===== config.mk =====
export PLATFORM = sky130hd
export DESIGN_NAME = mem_wb_stage
export DESIGN_NICKNAME = d
export VERILOG_FILES = /design/src/rtl/mem_wb_stage.sv
export SDC_FILE = /design/constraint.sdc
export NUM_CORES = 1
export LEC_CHECK = 0
export ABC_AREA = 1
export CORE_UTILIZATION = 40
export DETAILED_ROUTE_END_ITERATION = 8
export DONT_BUFFER_PORTS = 1
export SYNTH_ARGS = -nofsm -noshare
export SYNTH_HDL_FRONTEND = slang
export SYNTH_SLANG_ARGS = --single-unit
export TNS_END_PERCENT = 100

===== constraint.sdc =====
create_clock -name i_clk -period 3.8 [get_ports i_clk]
set_input_delay 0.19 -clock i_clk [delete_from_list [all_inputs] [get_ports i_clk]]
set_output_delay 0.19 -clock i_clk [all_outputs]
set_load 0.05 [all_outputs]

===== src/rtl/mem_wb_stage.sv =====
// mem_wb_stage: MEM/WB pipeline register and register-file write-back selector.
// Latches the MEM-stage results and write-back controls, selects the write-back
// source and raises a sticky end-of-program flag when a HALT retires.
// Optional build macro: MEM_WB_RETIRE_CNT_EN adds the saturating o_retired_cnt port.
module mem_wb_stage #(
    parameter int IO_BUS_SIZE   = 32,
    parameter int REG_ADDR_SIZE = 5,
    parameter int CNT_SIZE      = 32
) (
    input  logic                     i_clk,
    input  logic                     i_reset,
    input  logic                     i_enable,
    input  logic                     i_flush,
    input  logic                     i_valid,
    input  logic                     i_reg_wr,
    input  logic                     i_mem_to_reg,
    input  logic                     i_link,
    input  logic                     i_halt,
    input  logic [REG_ADDR_SIZE-1:0] i_rd_addr,
    input  logic [IO_BUS_SIZE-1:0]   i_mem_rd,
    input  logic [IO_BUS_SIZE-1:0]   i_alu_result,
    input  logic [IO_BUS_SIZE-1:0]   i_return_addr,
    output logic                     o_reg_wr,
    output logic [REG_ADDR_SIZE-1:0] o_rd_addr,
    output logic [IO_BUS_SIZE-1:0]   o_wb_data,
    output logic                     o_valid,
    output logic                     o_end_program
`ifdef MEM_WB_RETIRE_CNT_EN
    ,
    output logic [CNT_SIZE-1:0]      o_retired_cnt
`endif
);

    logic                     vld_p1;
    logic                     reg_wr_p1;
    logic                     mem_to_reg_p1;
    logic                     link_p1;
    logic                     halt_p1;
    logic                     end_prog_p1;
    logic [REG_ADDR_SIZE-1:0] rd_addr_p1;
    logic [IO_BUS_SIZE-1:0]   mem_rd_p1;
    logic [IO_BUS_SIZE-1:0]   alu_result_p1;
    logic [IO_BUS_SIZE-1:0]   return_addr_p1;

    // Once the HALT has retired the stage is frozen; flush beats enable.
    logic capture;
    assign capture = ~end_prog_p1 & ~i_flush & i_enable;

    // MEM -> WB boundary: latch instruction fields (flush only kills the control bits).
    always_ff @(posedge i_clk or posedge i_reset) begin
        if (i_reset) begin
            vld_p1         <= 1'b0;
            reg_wr_p1      <= 1'b0;
            mem_to_reg_p1  <= 1'b0;
            link_p1        <= 1'b0;
            halt_p1        <= 1'b0;
            rd_addr_p1     <= '0;
            mem_rd_p1      <= '0;
            alu_result_p1  <= '0;
            return_addr_p1 <= '0;
        end else if (!end_prog_p1) begin
            if (i_flush) begin
                vld_p1    <= 1'b0;
                reg_wr_p1 <= 1'b0;
                halt_p1   <= 1'b0;
            end else if (i_enable) begin
                vld_p1         <= i_valid;
                reg_wr_p1      <= i_reg_wr;
                mem_to_reg_p1  <= i_mem_to_reg;
                link_p1        <= i_link;
                halt_p1        <= i_halt;
                rd_addr_p1     <= i_rd_addr;
                mem_rd_p1      <= i_mem_rd;
                alu_result_p1  <= i_alu_result;
                return_addr_p1 <= i_return_addr;
            end
        end
    end

    // Sticky end-of-program: set by the edge that captures a valid HALT, cleared only by reset.
    always_ff @(posedge i_clk or posedge i_reset) begin
        if (i_reset) begin
            end_prog_p1 <= 1'b0;
        end else if (capture && i_valid && i_halt) begin
            end_prog_p1 <= 1'b1;
        end
    end

`ifdef MEM_WB_RETIRE_CNT_EN
    function automatic logic [CNT_SIZE-1:0] sat_inc(input logic [CNT_SIZE-1:0] v);
        return (&v) ? v : v + CNT_SIZE'(1);
    endfunction

    logic [CNT_SIZE-1:0] retired_cnt_p1;

    // Count retired non-HALT instructions, holding at all ones.
    always_ff @(posedge i_clk or posedge i_reset) begin
        if (i_reset) begin
            retired_cnt_p1 <= '0;
        end else if (capture && i_valid && !i_halt) begin
            retired_cnt_p1 <= sat_inc(retired_cnt_p1);
        end
    end

    assign o_retired_cnt = retired_cnt_p1;
`endif

    // Write-back source select: link beats memory, memory beats ALU.
    always_comb begin
        o_wb_data = alu_result_p1;
        if (link_p1) begin
            o_wb_data = return_addr_p1;
        end else if (mem_to_reg_p1) begin
            o_wb_data = mem_rd_p1;
        end
    end

    // $zero is never written, nor is the HALT slot or anything after it.
    assign o_reg_wr      = vld_p1 & reg_wr_p1 & (rd_addr_p1 != '0) & ~halt_p1 & ~end_prog_p1;
    assign o_rd_addr     = rd_addr_p1;
    assign o_valid       = vld_p1;
    assign o_end_program = end_prog_p1;

endmodule


==> impl_metrics.json, run 1 <==
{
  "outcome": "did not finish",
  "stop_stage": "4_1_cts",
  "error": "[ERROR RSZ-0060] Max buffer count reached.",
  "synth_edf_count": 0,
  "portBuffers": 0,
  "yosysUniqueCellTypes": 12,
  "syn_avg_cell_area_um2": 7.51,
  "synth_top_area_share_pct": 52.2,
  "netlist_area_um2": 5130,
  "start_util_pct": 40.8,
  "die_x_um": 115,
  "clock-sinks": 107,
  "htreeDepth": 3,
  "hpwl_um": 7630,
  "synth-seq-cells": 107,
  "netlist_instances": 683,
  "yosys-top-cells-count": "313 x nand2_1, 139 x nand3_1, 107 x dfrtp_1, 38 x inv_1, 32 x or2_2",
  "ios": 150,
  "cts-buffers-inserted": 9,
  "seq_area_frac_synth_pct": 52.2,
  "place_area_um2": 5190,
  "synth_flop_cell": "dfrtp_1",
  "synth_fp_nets": 793,
  "yosysMostFrequentCell": "nand2_1",
  "synth_top_cell_by_area": "dfrtp_1",
  "cts-resized-gates": 0,
  "cts_root_buffer": "clkbuf_16",
  "synth_area_leaders": "dfrtp_1 52%, nand2_1 23%, nand3_1 14%",
  "gp_congestion": 0.752,
  "clock_path_buffers": 2,
  "die_h_um": 115,
  "post_cts_buffers": 0,
  "synthArstFlopShare_pct": 100,
  "num_rows": 41,
  "yosys_warnings": 0,
  "holdBufCountCts": 166
}
==> cell families after synthesis <==
kind of cell	Yosys count	share of synthesized area, %
AO/OA/AOI/OAI	1	0.0975
AND/OR/NAND/NOR	489	40.9
buffers and inverters	86	6.78
flip-flops	107	52.2
==> stage by stage <==
step	utilization [%]	hold slack (ps)	worst slack, ps	instances
detailed placement	41.3	176	1710	812
global placement	41.3	166	1800	812
floorplan	-	335	793	683
==> run 2: changes to the inputs <==
--- a/config.mk
+++ b/config.mk
@@ -6,9 +6,10 @@
 export NUM_CORES = 1
 export LEC_CHECK = 0
 export ABC_AREA = 1
-export CORE_UTILIZATION = 40
+export CORE_UTILIZATION = 25
 export DETAILED_ROUTE_END_ITERATION = 8
 export DONT_BUFFER_PORTS = 1
+export PLACE_DENSITY_LB_ADDON = 0.15
 export SYNTH_ARGS = -nofsm -noshare
 export SYNTH_HDL_FRONTEND = slang
 export SYNTH_SLANG_ARGS = --single-unit
==> run 2 against run 1 <==
The flow now finishes, with violations (hold timing). Synthesized cell count did not move. Area after synthesis unchanged.
==> impl_metrics.json, run 2 <==
{
  "clkTransAtPathRegs_ps": 70,
  "yosysUniqueCellTypes": 12,
  "setup_viol": 0,
  "worst_hold_slack_ps": -29.6,
  "portBuffers": 0,
  "path_cells": "or2_2 > nand3_1 > nand2_1",
  "num_antenna_cells": 0,
  "die_x_um": 145,
  "critPathMaxFanout": 65,
  "startpoint_type": "register",
  "r2r_cells": 5,
  "synth_area_leaders": "dfrtp_1 52%, nand2_1 23%, nand3_1 14%",
  "grt_max_degree": 105,
  "crit_arrival_ps": 2140,
  "grt_pass1_wl_um": 25000,
  "outcome": "finished with violations",
  "top_regs": "alu_result_p1 x32, mem_rd_p1 x32, return_addr_p1 x32",
  "syn_avg_cell_area_um2": 7.51,
  "cts-buffers-inserted": 9,
  "num_rows": 52,
  "fin_setup_tns_ps": 0,
  "netlist_instances": 683,
  "area_growth_pct": 37.2,
  "seq_area_frac_synth_pct": 52.2,
  "yosys_warnings": 0,
  "seq_area_um2": 2680,
  "final.min_clock_period_ps": 2330,
  "leakage_nw": 3.52,
  "clk_latency_ps": 350,
  "cts_tree": "yes",
  "synth_edf_count": 0,
  "final_max_slew_viol_count": 0,
  "grt_pass1_vias": 4996,
  "fmax_ghz": 0.428,
  "cts_root_buffer": "clkbuf_16",
  "worst-setup-path-type": "reg -> out",
  "ir_drop_mv": 0.184,
  "cp-end-kind": "primary output",
  "avgRoutedWirePerCell_um": 14.3,
  "hpwl_um": 8960,
  "yosysMostFrequentCell": "nand2_1",
  "hp-class": "in -> async",
  "skew_ps": 4.86,
  "p_int_mw": 1.89,
  "first_pass_iters": 6,
  "failed_checks": "hold timing",
  "finalWirelength_um": 15300,
  "netlist_area_um2": 5130,
  "htreeDepth": 3,
  "worst_path_max_delay_cell": "dfrtp_2",
  "combPwrFrac_pct": 12.6,
  "drv_cap": 0,
  "antenna_found_initial": 0,
  "die_h_um": 145,
  "drt_iter0_markers": 217,
  "grt_usage_pct": 14.8,
  "clock_path_buffers": 2,
  "synth_fp_nets": 793,
  "viasPerCell": 4.49,
  "cts-resized-gates": 0,
  "final_util_pct": 34.9,
  "slowest_delay_ps": 1060,
  "nets": 903,
  "gp_congestion": 0.819,
  "ios": 150,
  "dieArea_um2": 21100,
  "core_area_um2": 20200,
  "fill_cells": 2153,
  "p_per_area_nw_per_um2": 361,
  "power.share.clock_pct": 39.4,
  "rsz0062_at_grt": "false",
  "multi_input_area_um2": 2110,
  "clock-sinks": 107,
  "crit_required_ps": 3610,
  "worst-slew-pin-transition_ps": 1150,
  "slew-limit-headroom_pct": 23.6,
  "synth_top_cell_by_area": "dfrtp_1",
  "synth_flop_cell": "dfrtp_1",
  "grt_overflow": 0,
  "synth_top_area_share_pct": 52.2,
  "yosys-top-cells-count": "313 x nand2_1, 139 x nand3_1, 107 x dfrtp_1, 38 x inv_1, 32 x or2_2",
  "final_common_cell": "nand2_1",
  "drc": 0,
  "synth-seq-cells": 107,
  "vias": 4778,
  "final_cell_mix": "312 x nand2_1, 142 x dlygate4sd3_1, 139 x nand3_1",
  "power_frac_seq_pct": 48.0,
  "swShare_pct": 25.8,
  "fin_crit_sh_pct": 61.4,
  "ant_nets": 0,
  "synthArstFlopShare_pct": 100,
  "drive_gt1_share_pct": 6.79,
  "final-hold-violation-count": 31,
  "switchingPower_mw": 0.657,
  "start_util_pct": 25.4
}
==> run 2: cell counts after synthesis <==
No cell type changed its count.
==> run 2: area by class of cell <==
| class | instances | area share [%] |
|---|---|---|
| multi-input cells | 490 | 30.0 |
| flip-flops and latches | 107 | 38.1 |
| well taps | 270 | 4.80 |
| clock buffers | 10 | 3.40 |
| clock inverters | 3 | 0.925 |
| repair buffers | 147 | 20.7 |
| inverters | 38 | 2.06 |
==> run 2: path summary, 6_finish.rpt <==
| path | end | from | slack [ps] |
|---|---|---|---|
| setup / recovery | o_wb_data[17] | mem_to_reg_p1 | 1470 |
| hold / removal | o_rd_addr[2] | i_reset | -30 |
| setup reg to reg | return_addr_p1[20] | o_end_program | 1530 |
| hold reg to reg | alu_result_p1[11] | alu_result_p1[11] | 460 |
| max in group asynchronous | alu_result_p1[2] | i_reset | 2810 |
| min in group i_clk | alu_result_p1[19] | i_alu_result[19] | 10 |
==> run 2: stage by stage <==
stage | instance area, um2 | std cells | power (mW) | setup WS, ps | hold WS [ps]
final | 7040 | 1065 | 2.54 | 1470 | -29.6
after global placement | 5310 | 910 | 1.47 | 1780 | 339
after global routing | 7040 | 1065 | 2.66 | 1280 | 1.13
after CTS | 7020 | 1063 | 2.58 | 1370 | 0.136
after detailed placement | 5310 | 910 | 1.48 | 1760 | 340
after floorplan | 5130 | 683 | 1.45 | 793 | 335
==> run 2: per-layer routing <==
metal  up-vias  part of all wire, %  GRT usage (%)  wire, um
met2       131                   47           24.7      7180
met1      2289                   46           18.7      7050
li1       2340                    -              -         -
met3        18                  5.5           3.93       840
met5         -                    0              0         0
met4         0                  1.3           4.63       201
==> run 2: cells by family after synthesis <==
family                 count (synthesis)  synth area share [%]
AOI/OAI and AO/OA                      1                0.0975
buffers and inverters                 86                  6.78
DFF                                  107                  52.2
and+or+nand+nor                      489                  40.9
==> run 2: critical path: cells and delay by family, from the launching register on <==
family | cells | cell delay (ps)
flip-flops | 1 | 1060
AND/OR/NAND/NOR | 3 | 710
==> run 2: power groups by stage <==
stage                     Sequential, mW  Clock (mW)  Combinational (mW)
after floorplan                     1.23           0               0.222
after global placement              1.24           0               0.232
after detailed placement            1.24           0               0.233
after CTS                           1.22        1.04               0.322
after global routing                1.23        1.09               0.352
final                               1.22        1.00               0.321
==> run 2: timing repair <==
item | in CTS | in global routing
hold endpoints to repair | 101 | 2
setup buffers | 0 | 0
hold buffers | 140 | 2
(Power assumes the default switching activity.)
